## config.mk

```make
export PLATFORM = sky130hd
export DESIGN_NAME = keypad_code_entry
export DESIGN_NICKNAME = d
export VERILOG_FILES = /design/src/rtl/keypad_code_entry.sv
export SDC_FILE = /design/constraint.sdc
export NUM_CORES = 1
export LEC_CHECK = 0
export CORE_MARGIN = 2
export CORE_UTILIZATION = 55
export CTS_CLUSTER_DIAMETER = 40
export DETAILED_ROUTE_END_ITERATION = 8
export GPL_TIMING_DRIVEN = 0
export PLACE_DENSITY = 0.8
export SETUP_SLACK_MARGIN = 0.5
export SLEW_MARGIN = 20
export SYNTH_ARGS = -nofsm -noshare
export SYNTH_HDL_FRONTEND = slang
export SYNTH_SLANG_ARGS = --single-unit
```

## constraint.sdc

```tcl
create_clock -name clk -period 3.1 [get_ports clk]
set_input_delay 0.62 -clock clk [delete_from_list [all_inputs] [get_ports clk]]
set_output_delay 0.62 -clock clk [all_outputs]
set_load 0.1 [all_outputs]
```

## src/rtl/keypad_code_entry.sv

```systemverilog
// Keypad front end for the six-digit lock controller: collects digits, strobes
// the finished code to the comparator and enforces a timed lockout after repeated failures.
module keypad_code_entry #(
  parameter int DIGITS         = 6,
  parameter int MAX_FAILS      = 3,
  parameter int LOCKOUT_CYCLES = 1000,
  parameter int TIMEOUT_CYCLES = 5000
) (
  input  logic                           clk,
  input  logic                           clr,
  input  logic                           key_valid,
  input  logic [3:0]                     key_code,
  input  logic                           res_valid,
  input  logic                           res,
  output logic [3:0]                     d1,
  output logic [3:0]                     d2,
  output logic [3:0]                     d3,
  output logic [3:0]                     d4,
  output logic [3:0]                     d5,
  output logic [3:0]                     d6,
  output logic [$clog2(DIGITS+1)-1:0]    digit_count,
  output logic                           code_valid,
  output logic                           unlock,
  output logic                           locked,
  output logic [2:0]                     fail_count
);

  localparam int CNT_W  = $clog2(DIGITS + 1);
  localparam int IDLE_W = $clog2(TIMEOUT_CYCLES + 1);
  localparam int LOCK_W = $clog2(LOCKOUT_CYCLES + 1);

  localparam logic [3:0] KEY_BKSP  = 4'hA;
  localparam logic [3:0] KEY_CLEAR = 4'hB;
  localparam logic [3:0] KEY_ENTER = 4'hC;

  localparam logic [CNT_W-1:0]  CNT_FULL  = CNT_W'(DIGITS);
  localparam logic [IDLE_W-1:0] IDLE_LAST = IDLE_W'(TIMEOUT_CYCLES - 1);
  localparam logic [LOCK_W-1:0] LOCK_LAST = LOCK_W'(LOCKOUT_CYCLES - 1);

  typedef enum logic [1:0] {S_ENTRY, S_WAIT_RES, S_LOCKOUT} state_t;

  state_t              state_q, state_d;
  logic [3:0]          digit_q [DIGITS];
  logic [3:0]          digit_d [DIGITS];
  logic [CNT_W-1:0]    count_q, count_d;
  logic [IDLE_W-1:0]   idle_q, idle_d;
  logic [LOCK_W-1:0]   lock_cnt_q, lock_cnt_d;
  logic [2:0]          fail_q, fail_d;
  logic                code_valid_q, code_valid_d;
  logic                unlock_q, unlock_d;
  logic                locked_q, locked_d;

  logic [2:0] fail_inc;
  logic       key_accept;
  logic       enter_ok;

  assign fail_inc   = fail_q + 3'd1;
  // 0xD-0xF are not keys at all: they neither edit the entry nor count as activity.
  assign key_accept = key_valid && (key_code <= KEY_ENTER);
  assign enter_ok   = key_accept && (key_code == KEY_ENTER) && (count_q == CNT_FULL);

  // NOTE: every flop, including the digit array, is cleared by clr so no stale code survives reset.
  always_ff @(posedge clk or posedge clr) begin
    if (clr) begin
      state_q      <= S_ENTRY;
      for (int i = 0; i < DIGITS; i++) digit_q[i] <= '0;
      count_q      <= '0;
      idle_q       <= '0;
      lock_cnt_q   <= '0;
      fail_q       <= '0;
      code_valid_q <= 1'b0;
      unlock_q     <= 1'b0;
      locked_q     <= 1'b0;
    end else begin
      // NOTE: non-blocking assignments here so all flops update from the same pre-edge values.
      state_q      <= state_d;
      digit_q      <= digit_d;
      count_q      <= count_d;
      idle_q       <= idle_d;
      lock_cnt_q   <= lock_cnt_d;
      fail_q       <= fail_d;
      code_valid_q <= code_valid_d;
      unlock_q     <= unlock_d;
      locked_q     <= locked_d;
    end
  end

  always_comb begin
    // NOTE: default first so no path leaves state_d unassigned and infers a latch.
    state_d = state_q;
    unique case (state_q)
      S_ENTRY:    if (enter_ok) state_d = S_WAIT_RES;
      S_WAIT_RES: if (res_valid) begin
        if (!res && (fail_inc == 3'(MAX_FAILS))) state_d = S_LOCKOUT;
        else                                     state_d = S_ENTRY;
      end
      S_LOCKOUT:  if (lock_cnt_q == LOCK_LAST) state_d = S_ENTRY;
      default:    state_d = S_ENTRY;
    endcase
  end

  always_comb begin
    digit_d      = digit_q;
    count_d      = count_q;
    idle_d       = idle_q;
    lock_cnt_d   = lock_cnt_q;
    fail_d       = fail_q;
    code_valid_d = 1'b0;
    unlock_d     = 1'b0;
    locked_d     = (state_d == S_LOCKOUT);

    unique case (state_q)
      S_ENTRY: begin
        if (key_accept) begin
          idle_d = '0;
          if (key_code <= 4'h9) begin
            if (count_q != CNT_FULL) begin
              digit_d[count_q] = key_code;
              count_d          = count_q + CNT_W'(1);
            end
          end else if (key_code == KEY_BKSP) begin
            if (count_q != '0) begin
              digit_d[count_q - CNT_W'(1)] = 4'h0;
              count_d                      = count_q - CNT_W'(1);
            end
          end else if (key_code == KEY_CLEAR) begin
            for (int i = 0; i < DIGITS; i++) digit_d[i] = 4'h0;
            count_d = '0;
          end else begin
            code_valid_d = enter_ok;
          end
        end else if (count_q != '0) begin
          // A key in the same cycle takes the branch above, so it always beats the timeout.
          if (idle_q == IDLE_LAST) begin
            for (int i = 0; i < DIGITS; i++) digit_d[i] = 4'h0;
            count_d = '0;
            idle_d  = '0;
          end else begin
            idle_d = idle_q + IDLE_W'(1);
          end
        end
      end
      S_WAIT_RES: begin
        if (res_valid) begin
          for (int i = 0; i < DIGITS; i++) digit_d[i] = 4'h0;
          count_d  = '0;
          unlock_d = res;
          fail_d   = res ? 3'd0 : fail_inc;
        end
      end
      S_LOCKOUT: begin
        if (lock_cnt_q == LOCK_LAST) begin
          lock_cnt_d = '0;
          fail_d     = 3'd0;
        end else begin
          lock_cnt_d = lock_cnt_q + LOCK_W'(1);
        end
      end
      default: ;
    endcase
  end

  assign d1          = digit_q[0];
  assign d2          = digit_q[1];
  assign d3          = digit_q[2];
  assign d4          = digit_q[3];
  assign d5          = digit_q[4];
  assign d6          = digit_q[5];
  assign digit_count = count_q;
  assign code_valid  = code_valid_q;
  assign unlock      = unlock_q;
  assign locked      = locked_q;
  assign fail_count  = fail_q;

endmodule

```

==> results of run 1 <==
## worst max path at each step
stage                     endpoint  slack [ns]  cells after the start
floorplan                    d1[3]        0.56                      9
global placement    digit_count[0]       -0.12                      2
detailed placement           d3[0]        0.47                      7
CTS                 digit_count[2]        0.52                      1
global route        digit_count[1]        0.51                      1
finish              digit_count[1]        0.56                      1
## cell families (layout without fill, tap and decap cells)
group | Yosys count | count (layout) | synth area share (%)
compound gates | 107 | 107 | 24.7
buf+inv | 22 | 78 | 3.09
xor+xnor | 6 | 6 | 1.68
simple gates | 115 | 115 | 20.1
fa+ha+maj | 8 | 8 | 3.21
flops | 58 | 58 | 46.5
mux | 2 | 2 | 0.722
## registers in the layout, indices dropped and copies added, names as in the netlist, 3 cells and up
signal	flops
d1	4
d2	4
d3	4
d4	4
d5	4
d6	4
digit_count	3
fail_count	3
idle_q	13
lock_cnt_q	10
## synthesized netlist by cell type (2+ instances only)
master,instances
nand2_1,30
dfrtp_1,58
nand4_1,6
and3_1,3
o32ai_1,3
a31oi_1,15
nor2b_1,8
o31ai_1,5
clkbuf_1,7
or3_1,5
nor3_1,9
inv_1,10
mux2_2,2
nor2_1,16
nand4bb_1,2
o21ai_0,23
a41oi_1,2
a22o_1,26
o21ai_2,5
nand3_1,10
buf_2,2
nand2b_1,5
a21oi_1,15
nor4_1,4
xnor2_1,4
xor2_1,2
or2_2,2
ha_1,8
nor3_2,2
nand3b_1,2
## area by class of cell
| class | instances | share of cell area (%) |
|---|---|---|
| well taps | 72 | 2.34 |
| repair buffers | 40 | 10.5 |
| multi-input cells | 238 | 40.8 |
| flip-flops and latches | 58 | 37.7 |
| clock inverters | 6 | 2.30 |
| clock buffers | 10 | 3.57 |
| plain buffers | 11 | 1.69 |
| inverters | 11 | 1.17 |
## per-layer routing
| layer | wire length, um | global-route usage, % | up-vias | share of wire [%] |
|---|---|---|---|---|
| li1 | - | - | 1305 | - |
| met1 | 3120 | 30.4 | 1315 | 44 |
| met2 | 3530 | 40.0 | 95 | 49 |
| met3 | 384 | 4.77 | 13 | 5.4 |
| met4 | 121 | 10.0 | 0 | 1.7 |
| met5 | 0 | 0 | - | 0 |
## metrics by stage
stage,worst slack (ns),hold slack [ns],utilization [%]
after floorplan,0.557,0.446,-
after global placement,-0.124,0.464,65.8
after detailed placement,0.473,0.468,65.8
after CTS,0.524,0.480,70.0
after global routing,0.508,0.513,70.0
final,0.555,0.482,70.0
## worst reg2reg max path, stage by stage, from the launching register on
cell and delay, ns:
dfrtp_2 0.39, clkbuf_8 0.17, clkinv_2 0.15, ha_1 0.26, nor2b_1 0.16, nor4_1 0.34
o2111a_1 0.29, buf_4 0.20, nand2_2 0.11, a22o_1 0.25
## power groups by stage
stage	registers [W]	logic, W	clock network, W
global placement	0.000955	0.000762	0
floorplan	0.00120	0.000345	0
detailed placement	0.000958	0.000778	0
finish	0.000952	0.000787	0.000791
CTS	0.000949	0.000786	0.000801
global route	0.000962	0.000846	0.000838
==> flow_summary.ini, run 1 <==
[layout]
diodes = 0
drive_gt1_share_pct = 11.2
regArea_um2 = 1450
final_cell_count_no_fill = 446
final_common_cell = dfrtp_1
fill_cells = 405
final_cell_area_um2 = 3850
areaGrowthSynthToFinish_pct = 23.6
layout.nets = 386
multi_input_area_um2 = 1570
final_cell_mix = 56 x dfrtp_1, 39 x clkdlybuf4s50_1, 30 x nand2_1

[sta]
rsz0062_at_grt = no
maxSlewViolCount = 0
setup_tns_ns = 0
final.min_clock_period_ns = 2.54
fin_crit_sh_pct = 82.1
finClkSkew_ns = 0.00657
hold_viol = 0
fmax_ghz = 0.393
max_slew.worst_pin.slew_ns = 0.987
setup_violations = 0
slew_headroom_pct = 34.0

[clocking]
clockRootBuffer = clkbuf_8
clock-sinks = 58
cts_buffer_depth = 2
numCtsBuffers = 9
htreeDepth = 3
clk_pin_slew_worst_paths_ns = 0.07
postCtsSetupBuffers = 0
clk_latency_ns = 0.34
cts-resized-gates = 0
hold_buffers = 0
cts_tree = yes

[critical_path]
r2r-end = d3[3]
worstPathRequired_ns = 2.48
path_cells = clkdlybuf4s50_1
rr_worst_depth = 9
crit_slowest_cell = clkdlybuf4s50_1
startpoint_type = flip-flop
end_kind = output port
crit_fanout = 7
r2r_start = digit_count[0]
cpPeakStageDelay_ns = 1.15
path_delay_family = buffers and inverters
path_class = reg2out
path_buf_inv = 1
crit_start = digit_count[1]
worst-r2r-setup-slack_ns = 0.68
worst_ep_arrival_time_ns = 1.92

[pwr]
switchingPower_w = 0.000966
combPwrFrac_pct = 31.1
internal_power_w = 0.00156
seqPwrFrac_pct = 37.6
switching_share_pct = 38.2
p_per_area_nw_per_um2 = 656
report.power.total_w = 0.00253
p_leak_nw = 1.65
ir_drop_mv = 0.378
pwr-share-clk_pct = 31.3

[global_routing]
grt-ovfl-total = 0
grt.total_usage_pct = 24.0
antenna_found_initial = 0
grt_max_degree = 59
grt_pass1_wl_um = 11700
first_global_vias = 2532

[floorplan]
core_area_um2 = 5510
num_io_pins = 42
rows = 27
die_w_um = 79.3
die_y_um = 79.3
design.die.area_um2 = 6290
initial_core_util_pct = 56.6

[yosys]
ys.flop_type = dfrtp_1
netlist_top_cells_area = dfrtp_1 47%, a22o_1 7.3%, o21ai_0 3.7%, nand2_1 3.6%, ha_1 3.2%
synth_async_sr_flop_share_pct = 100
synth.top_cell.area_share_pct = 46.5
syn_nets = 335
yosys_warnings = 0
syn-instance-count = 318
syn-cell-area_um2 = 3120
ys_types = 57
ys_ff_latch = 58
synth_edf_count = 0
seq_area_frac_synth_pct = 46.5
syn_avg_cell_area_um2 = 9.81
synth_area_leader_cell = dfrtp_1

[drt]
ant_nets = 0
drt_first_pass_iters = 5
drcViolationCount = 0
wl_um = 7150
vias_per_cell = 6.12
wl_per_cell_um = 16.0
vias = 2728
dr.first_iter.drc_count = 188

[run]
drv_cap = 0

[worst_hold_path]
hp-start = lock_cnt_q[8]
hold_depth = 1
hp-class = reg2reg
holdPathEnd = lock_cnt_q[8]

[place]
hpwl_um = 4920
placed_area_um2 = 3630
dp.cells = 430
io_buffer_count = 40
gp_congestion = 0.909

[run_status]
status = finished, final reports clean
No activity file was read; power rests on OpenSTA's default activity.
==> run 2: changes to the inputs <==
--- a/config.mk
+++ b/config.mk
@@ -6,11 +6,11 @@
 export NUM_CORES = 1
 export LEC_CHECK = 0
 export CORE_MARGIN = 2
-export CORE_UTILIZATION = 55
+export CORE_UTILIZATION = 50
 export CTS_CLUSTER_DIAMETER = 40
 export DETAILED_ROUTE_END_ITERATION = 8
 export GPL_TIMING_DRIVEN = 0
-export PLACE_DENSITY = 0.8
+export PLACE_DENSITY = 0.77
 export SETUP_SLACK_MARGIN = 0.5
 export SLEW_MARGIN = 20
 export SYNTH_ARGS = -nofsm -noshare
==> constraint.sdc (replaced) <==
create_clock -name clk -period 2 [get_ports clk]
set_input_delay 0.4 -clock clk [delete_from_list [all_inputs] [get_ports clk]]
set_output_delay 0.4 -clock clk [all_outputs]
set_load 0.1 [all_outputs]
==> run 2 against run 1 <==
Net effect: wire length up 22%; worst setup slack worse by 0.62 ns; highest routed layer unchanged; the flow now finishes with violations (setup timing); clock skew up 0.0075 ns; critical path depth up 7.
==> flow_summary.ini, run 2 (synthesis gave the netlist of run 1 again) <==
[run_status]
status = complete, but fails checks
failed_checks = setup timing

[clocking]
cts_buffer_depth = 2
cts_tree = yes
clockRootBuffer = clkbuf_8
clock-sinks = 58
hold_buffers = 0
clk_latency_ns = 0.34
numCtsBuffers = 9
htreeDepth = 3
clk_pin_slew_worst_paths_ns = 0.07

[drt]
drt_first_pass_iters = 5
dr.first_iter.drc_count = 262
wl_um = 8740
wl_per_cell_um = 18.0
ant_nets = 0
drcViolationCount = 0
vias_per_cell = 6.05
vias = 2944

[sta]
timing.hold.ws_ns = 0.490
rsz0062_at_grt = yes
maxSlewViolCount = 0
fmax_ghz = 0.483
fin_ws_ns = -0.0686
hold_viol = 0
finClkSkew_ns = 0.0141
final.min_clock_period_ns = 2.07
max_slew.worst_pin.slew_ns = 0.639
slew_headroom_pct = 57.3
setup_violations = 27
fin_crit_sh_pct = 103

[critical_path]
worst_ep_arrival_time_ns = 2.26
end_kind = flip-flop
startpoint_type = flip-flop
crit_fanout = 5
worstPathRequired_ns = 2.20
path_class = reg2reg

[layout]
top_regs = idle_q x13, lock_cnt_q x10
final_common_cell = buf_4
diodes = 0
final_cell_mix = 62 x buf_4, 50 x dfrtp_1, 27 x nand2_1
drive_gt1_share_pct = 41.3
largest_reg_flops = 13
final_cell_count_no_fill = 487
largest-register = idle_q
areaGrowthSynthToFinish_pct = 45.6
fill_cells = 384
layout.nets = 424

[global_routing]
antenna_found_initial = 0
grt_max_degree = 32
gr-usage-met1_pct = 30.7
grt.total_usage_pct = 24.5
grt_pass1_wl_um = 13800
first_global_vias = 2872
grt-ovfl-total = 0
grt_busiest_layer = met2
globalRouteMet2Util_pct = 40.9
gr-usage-met3_pct = 5.86

[floorplan]
rows = 28
design.die.area_um2 = 6890
die_w_um = 83.0
die_y_um = 83.0
core_area_um2 = 5990
num_io_pins = 42
initial_core_util_pct = 52.1

[pwr]
report.power.total_w = 0.00426
p_per_area_nw_per_um2 = 939
ir_drop_mv = 0.732
p_leak_nw = 2.03

[place]
io_buffer_count = 40
gp_congestion = 0.858
hpwl_um = 5340
dp.cells = 434

[worst_hold_path]
hp-class = in2async

[run]
drv_cap = 0
run 2: repair_timing:
| item | 4_1_cts | 5_1_grt |
|---|---|---|
| buffers inserted | 21 | 15 |
| pin swaps | 20 | 7 |
| endpoints found under the setup margin | 89 | 57 |
| gates resized for setup | 230 | 56 |
| gates cloned | 1 | 0 |
run 2: path summary, 6_finish.rpt:
check | from | end | slack (ns) | cells past startpoint
worst max register to register | idle_q[1] | idle_q[11] | -0.07 | 8
max in group asynchronous | clr | digit_count[0] | 0.94 | 3
worst max-delay path | idle_q[1] | idle_q[11] | -0.07 | 8
min in group clk | lock_cnt_q[8] | lock_cnt_q[8] | 0.50 | 1
worst min register to register | lock_cnt_q[8] | lock_cnt_q[8] | 0.50 | 1
worst min-delay path | clr | lock_cnt_q[2] | 0.49 | 2
run 2: final cells by class:
cell class	count	area (um2)	share of cell area, %
buffer	11	118	2.59
clock buffer	11	151	3.33
clock inverter	5	52.6	1.16
inverter	11	61.3	1.35
multi-input combinational	238	1960	43.1
sequential	58	1460	32.2
tap	75	93.8	2.07
timing repair buffer	78	647	14.2
run 2: per-stage QoR:
stage / util (%) / setup TNS [ns] / area [um2] / setup WS (ns)
finish: 75.8 / -1.06 / 4540 / -0.0686
global route: 75.8 / -3.96 / 4540 / -0.152
CTS: 71.2 / -0.906 / 4260 / -0.0590
detailed placement: 63.2 / -12.02 / 3790 / -0.418
global placement: 62.9 / -11.77 / 3770 / -0.386
floorplan: - / -6.63 / 3270 / -0.288
run 2: power by group:
| part | switching [W] | internal [W] |
|---|---|---|
| Clock | 0.000470 | 0.000636 |
| Combinational | 0.00106 | 0.000645 |
| Sequential | 0.000131 | 0.00132 |
| Total | 0.00166 | 0.00260 |
run 2: critical path: stages, from the launching register on:
cell and delay (ns):
dfrtp_1 0.42, ha_4 0.18, nand4_1 0.20, buf_4 0.21
o32a_4 0.37, and3_4 0.17, buf_6 0.13, a31oi_1 0.17
a31oi_1 0.08
run 2: routing by layer:
layer | vias to the layer above | part of all wire [%]
li1 | 1378 | -
met1 | 1461 | 43
met3 | 15 | 4.8
met4 | 0 | 1.6
met5 | - | 0
met2 | 90 | 51
==> run 3: changes to the inputs <==
--- a/config.mk
+++ b/config.mk
@@ -5,13 +5,16 @@
 export SDC_FILE = /design/constraint.sdc
 export NUM_CORES = 1
 export LEC_CHECK = 0
+export ABC_AREA = 1
+export CORE_ASPECT_RATIO = 0.75
 export CORE_MARGIN = 2
-export CORE_UTILIZATION = 50
+export CORE_UTILIZATION = 52
 export CTS_CLUSTER_DIAMETER = 40
 export DETAILED_ROUTE_END_ITERATION = 8
 export GPL_TIMING_DRIVEN = 0
 export PLACE_DENSITY = 0.77
 export SETUP_SLACK_MARGIN = 0.5
+export SKIP_CTS_REPAIR_TIMING = 1
 export SLEW_MARGIN = 20
 export SYNTH_ARGS = -nofsm -noshare
 export SYNTH_HDL_FRONTEND = slang
==> run 3 against run 2 <==
Net effect: the flow now finishes without violations; global-route usage is 1.2 points higher; synthesized area rose by 22%; die area increased by 17%; critical path depth up 5; cell area increased by 15%; clock power rose by 19%; synthesized cell count is 71% higher; via count is 37% higher.
==> flow_summary.ini, run 3 <==
[yosys]
syn-instance-count = 545
syn-cell-area_um2 = 3810
seq_area_frac_synth_pct = 38.1
synth.top_cell.area_share_pct = 38.1
synth_edf_count = 0
synth_async_sr_flop_share_pct = 100
yosys_warnings = 0
yosys-top-cells-count = 173 x nand2_1, 72 x nand3_1, 61 x nor2_1
ys_ff_latch = 58
netlist_top_cells_area = dfrtp_1 38%, nand2_1 17%, nand3_1 9.4%, nor2_1 6.0%, inv_1 4.1%
synth_area_leader_cell = dfrtp_1
yosysMostFrequentCell = nand2_1
ys_types = 35
syn_nets = 562
syn_avg_cell_area_um2 = 7.00
ys.flop_type = dfrtp_1

[clocking]
htreeDepth = 3
clk_latency_ns = 0.35
cts_tree = yes
clock-sinks = 58
clockRootBuffer = clkbuf_8
clk_pin_slew_worst_paths_ns = 0.07
cts_buffer_depth = 2
numCtsBuffers = 9

[floorplan]
core_area_um2 = 7230
rows = 27
design.die.area_um2 = 8040
initial_core_util_pct = 52.8
num_io_pins = 42
die_w_um = 103
die_y_um = 78.2

[global_routing]
grt_max_degree = 31
grt.total_usage_pct = 25.7
grt-ovfl-total = 0
antenna_found_initial = 0
grt_pass1_wl_um = 16300
first_global_vias = 3477

[sta]
max_slew.worst_pin.slew_ns = 0.648
rsz0062_at_grt = yes
hold_viol = 0
fin_crit_sh_pct = 89.4
slew_headroom_pct = 56.7
maxSlewViolCount = 0
timing.hold.ws_ns = 0.471
fin_ws_ns = 0.211
finClkSkew_ns = 0.00740
setup_violations = 0
fmax_ghz = 0.559
final.min_clock_period_ns = 1.79

[layout]
diodes = 0
areaGrowthSynthToFinish_pct = 36.9
drive_gt1_share_pct = 33.0
layout.nets = 648
top_regs = idle_q x13, lock_cnt_q x10
final_cell_count_no_fill = 737
fin_util_pct = 72.2
regArea_um2 = 1460
largest_reg_flops = 13
multi_input_area_um2 = 2380
final_cell_mix = 165 x nand2_1, 50 x nor2_1, 50 x dfrtp_1
fill_cells = 562
largest-register = idle_q
final_common_cell = nand2_1

[drt]
vias = 4022
ant_nets = 0
drcViolationCount = 0
drt_first_pass_iters = 5
wl_um = 11100
wl_per_cell_um = 15.1
dr.first_iter.drc_count = 301
vias_per_cell = 5.46

[critical_path]
path_class = reg2reg
cpPeakStageDelay_ns = 0.50
path_cells = inv_4 -> ha_4 -> inv_4 -> nor2_4 -> nand3_2 -> nand2_1 -> nand2_1 -> nand3_2 -> nor2_4 -> buf_12 -> buf_6 -> nand3_1 -> nand2_1
crit_slowest_cell = dfrtp_2
worst_ep_arrival_time_ns = 2.03
worstPathRequired_ns = 2.24
crit_fanout = 7
path_buf_inv = 4
worst-r2r-setup-slack_ns = 0.21
path_delay_family = simple AND/OR/NAND/NOR gates
cpMostUsedCell = nand2_1
startpoint_type = flip-flop
end_kind = flip-flop

[pwr]
report.power.total_w = 0.00409
ir_drop_mv = 0.611
p_per_area_nw_per_um2 = 784
p_leak_nw = 2.64

[place]
io_buffer_count = 41
dp.cells = 688
dp_slack_ns = -0.266
hpwl_um = 6940
gp_congestion = 1.00

[worst_hold_path]
hp-class = in2async

[run]
drv_cap = 0

[run_status]
status = finished, final reports clean
run 3: logic make-up after synthesis:
kind of cell / after synthesis / share of synthesized area, %
flip-flops: 58 / 38.1
multiplexers: 1 / 0.262
AO/OA/AOI/OAI: 34 / 5.32
buffers and inverters: 72 / 8.00
adder cells (fa/ha/maj): 8 / 2.62
XOR/XNOR: 5 / 1.15
AND/OR/NAND/NOR: 367 / 44.6
run 3: worst paths after layout:
path	start	to	depth (start not counted)
worst min register to register	d5[2]	d5[2]	2
worst max-delay path	digit_count[1]	d2[3]	13
min in group clk	key_code[1]	code_valid	4
worst max register to register	digit_count[1]	d2[3]	13
worst min-delay path	clr	lock_cnt_q[3]	2
max in group asynchronous	clr	idle_q[0]	3
run 3: power by group:
group | leakage [nW] | switching [W] | internal (W)
sequential | 0.774 | 0.000155 | 0.00130
combinational | 1.74 | 0.000877 | 0.000448
clock | 0.120 | 0.000497 | 0.000821
run 3: final cells by class:
cell class	count	area share, %
Multi-Input combinational cell	415	45.7
Sequential cell	58	28.0
Clock inverter	6	2.01
Inverter	62	4.87
Buffer	10	1.92
Timing Repair inverter	1	0.0959
Tap cell	101	2.42
Clock buffer	10	2.44
Timing Repair Buffer	74	12.6
run 3: through the flow:
stage / TNS [ns] / cell area (um2)
after CTS: -9.14 / 4690
final: 0 / 5220
after detailed placement: -7.65 / 4460
after global placement: -6.67 / 4440
after floorplan: 0 / 3900
after global routing: 0 / 5220
run 3: routing by layer:
metal	share of wire, %	track usage [%]
met2	45	36.8
met3	8.4	5.52
met4	1.7	7.37
met1	44	38.8
met5	0	0
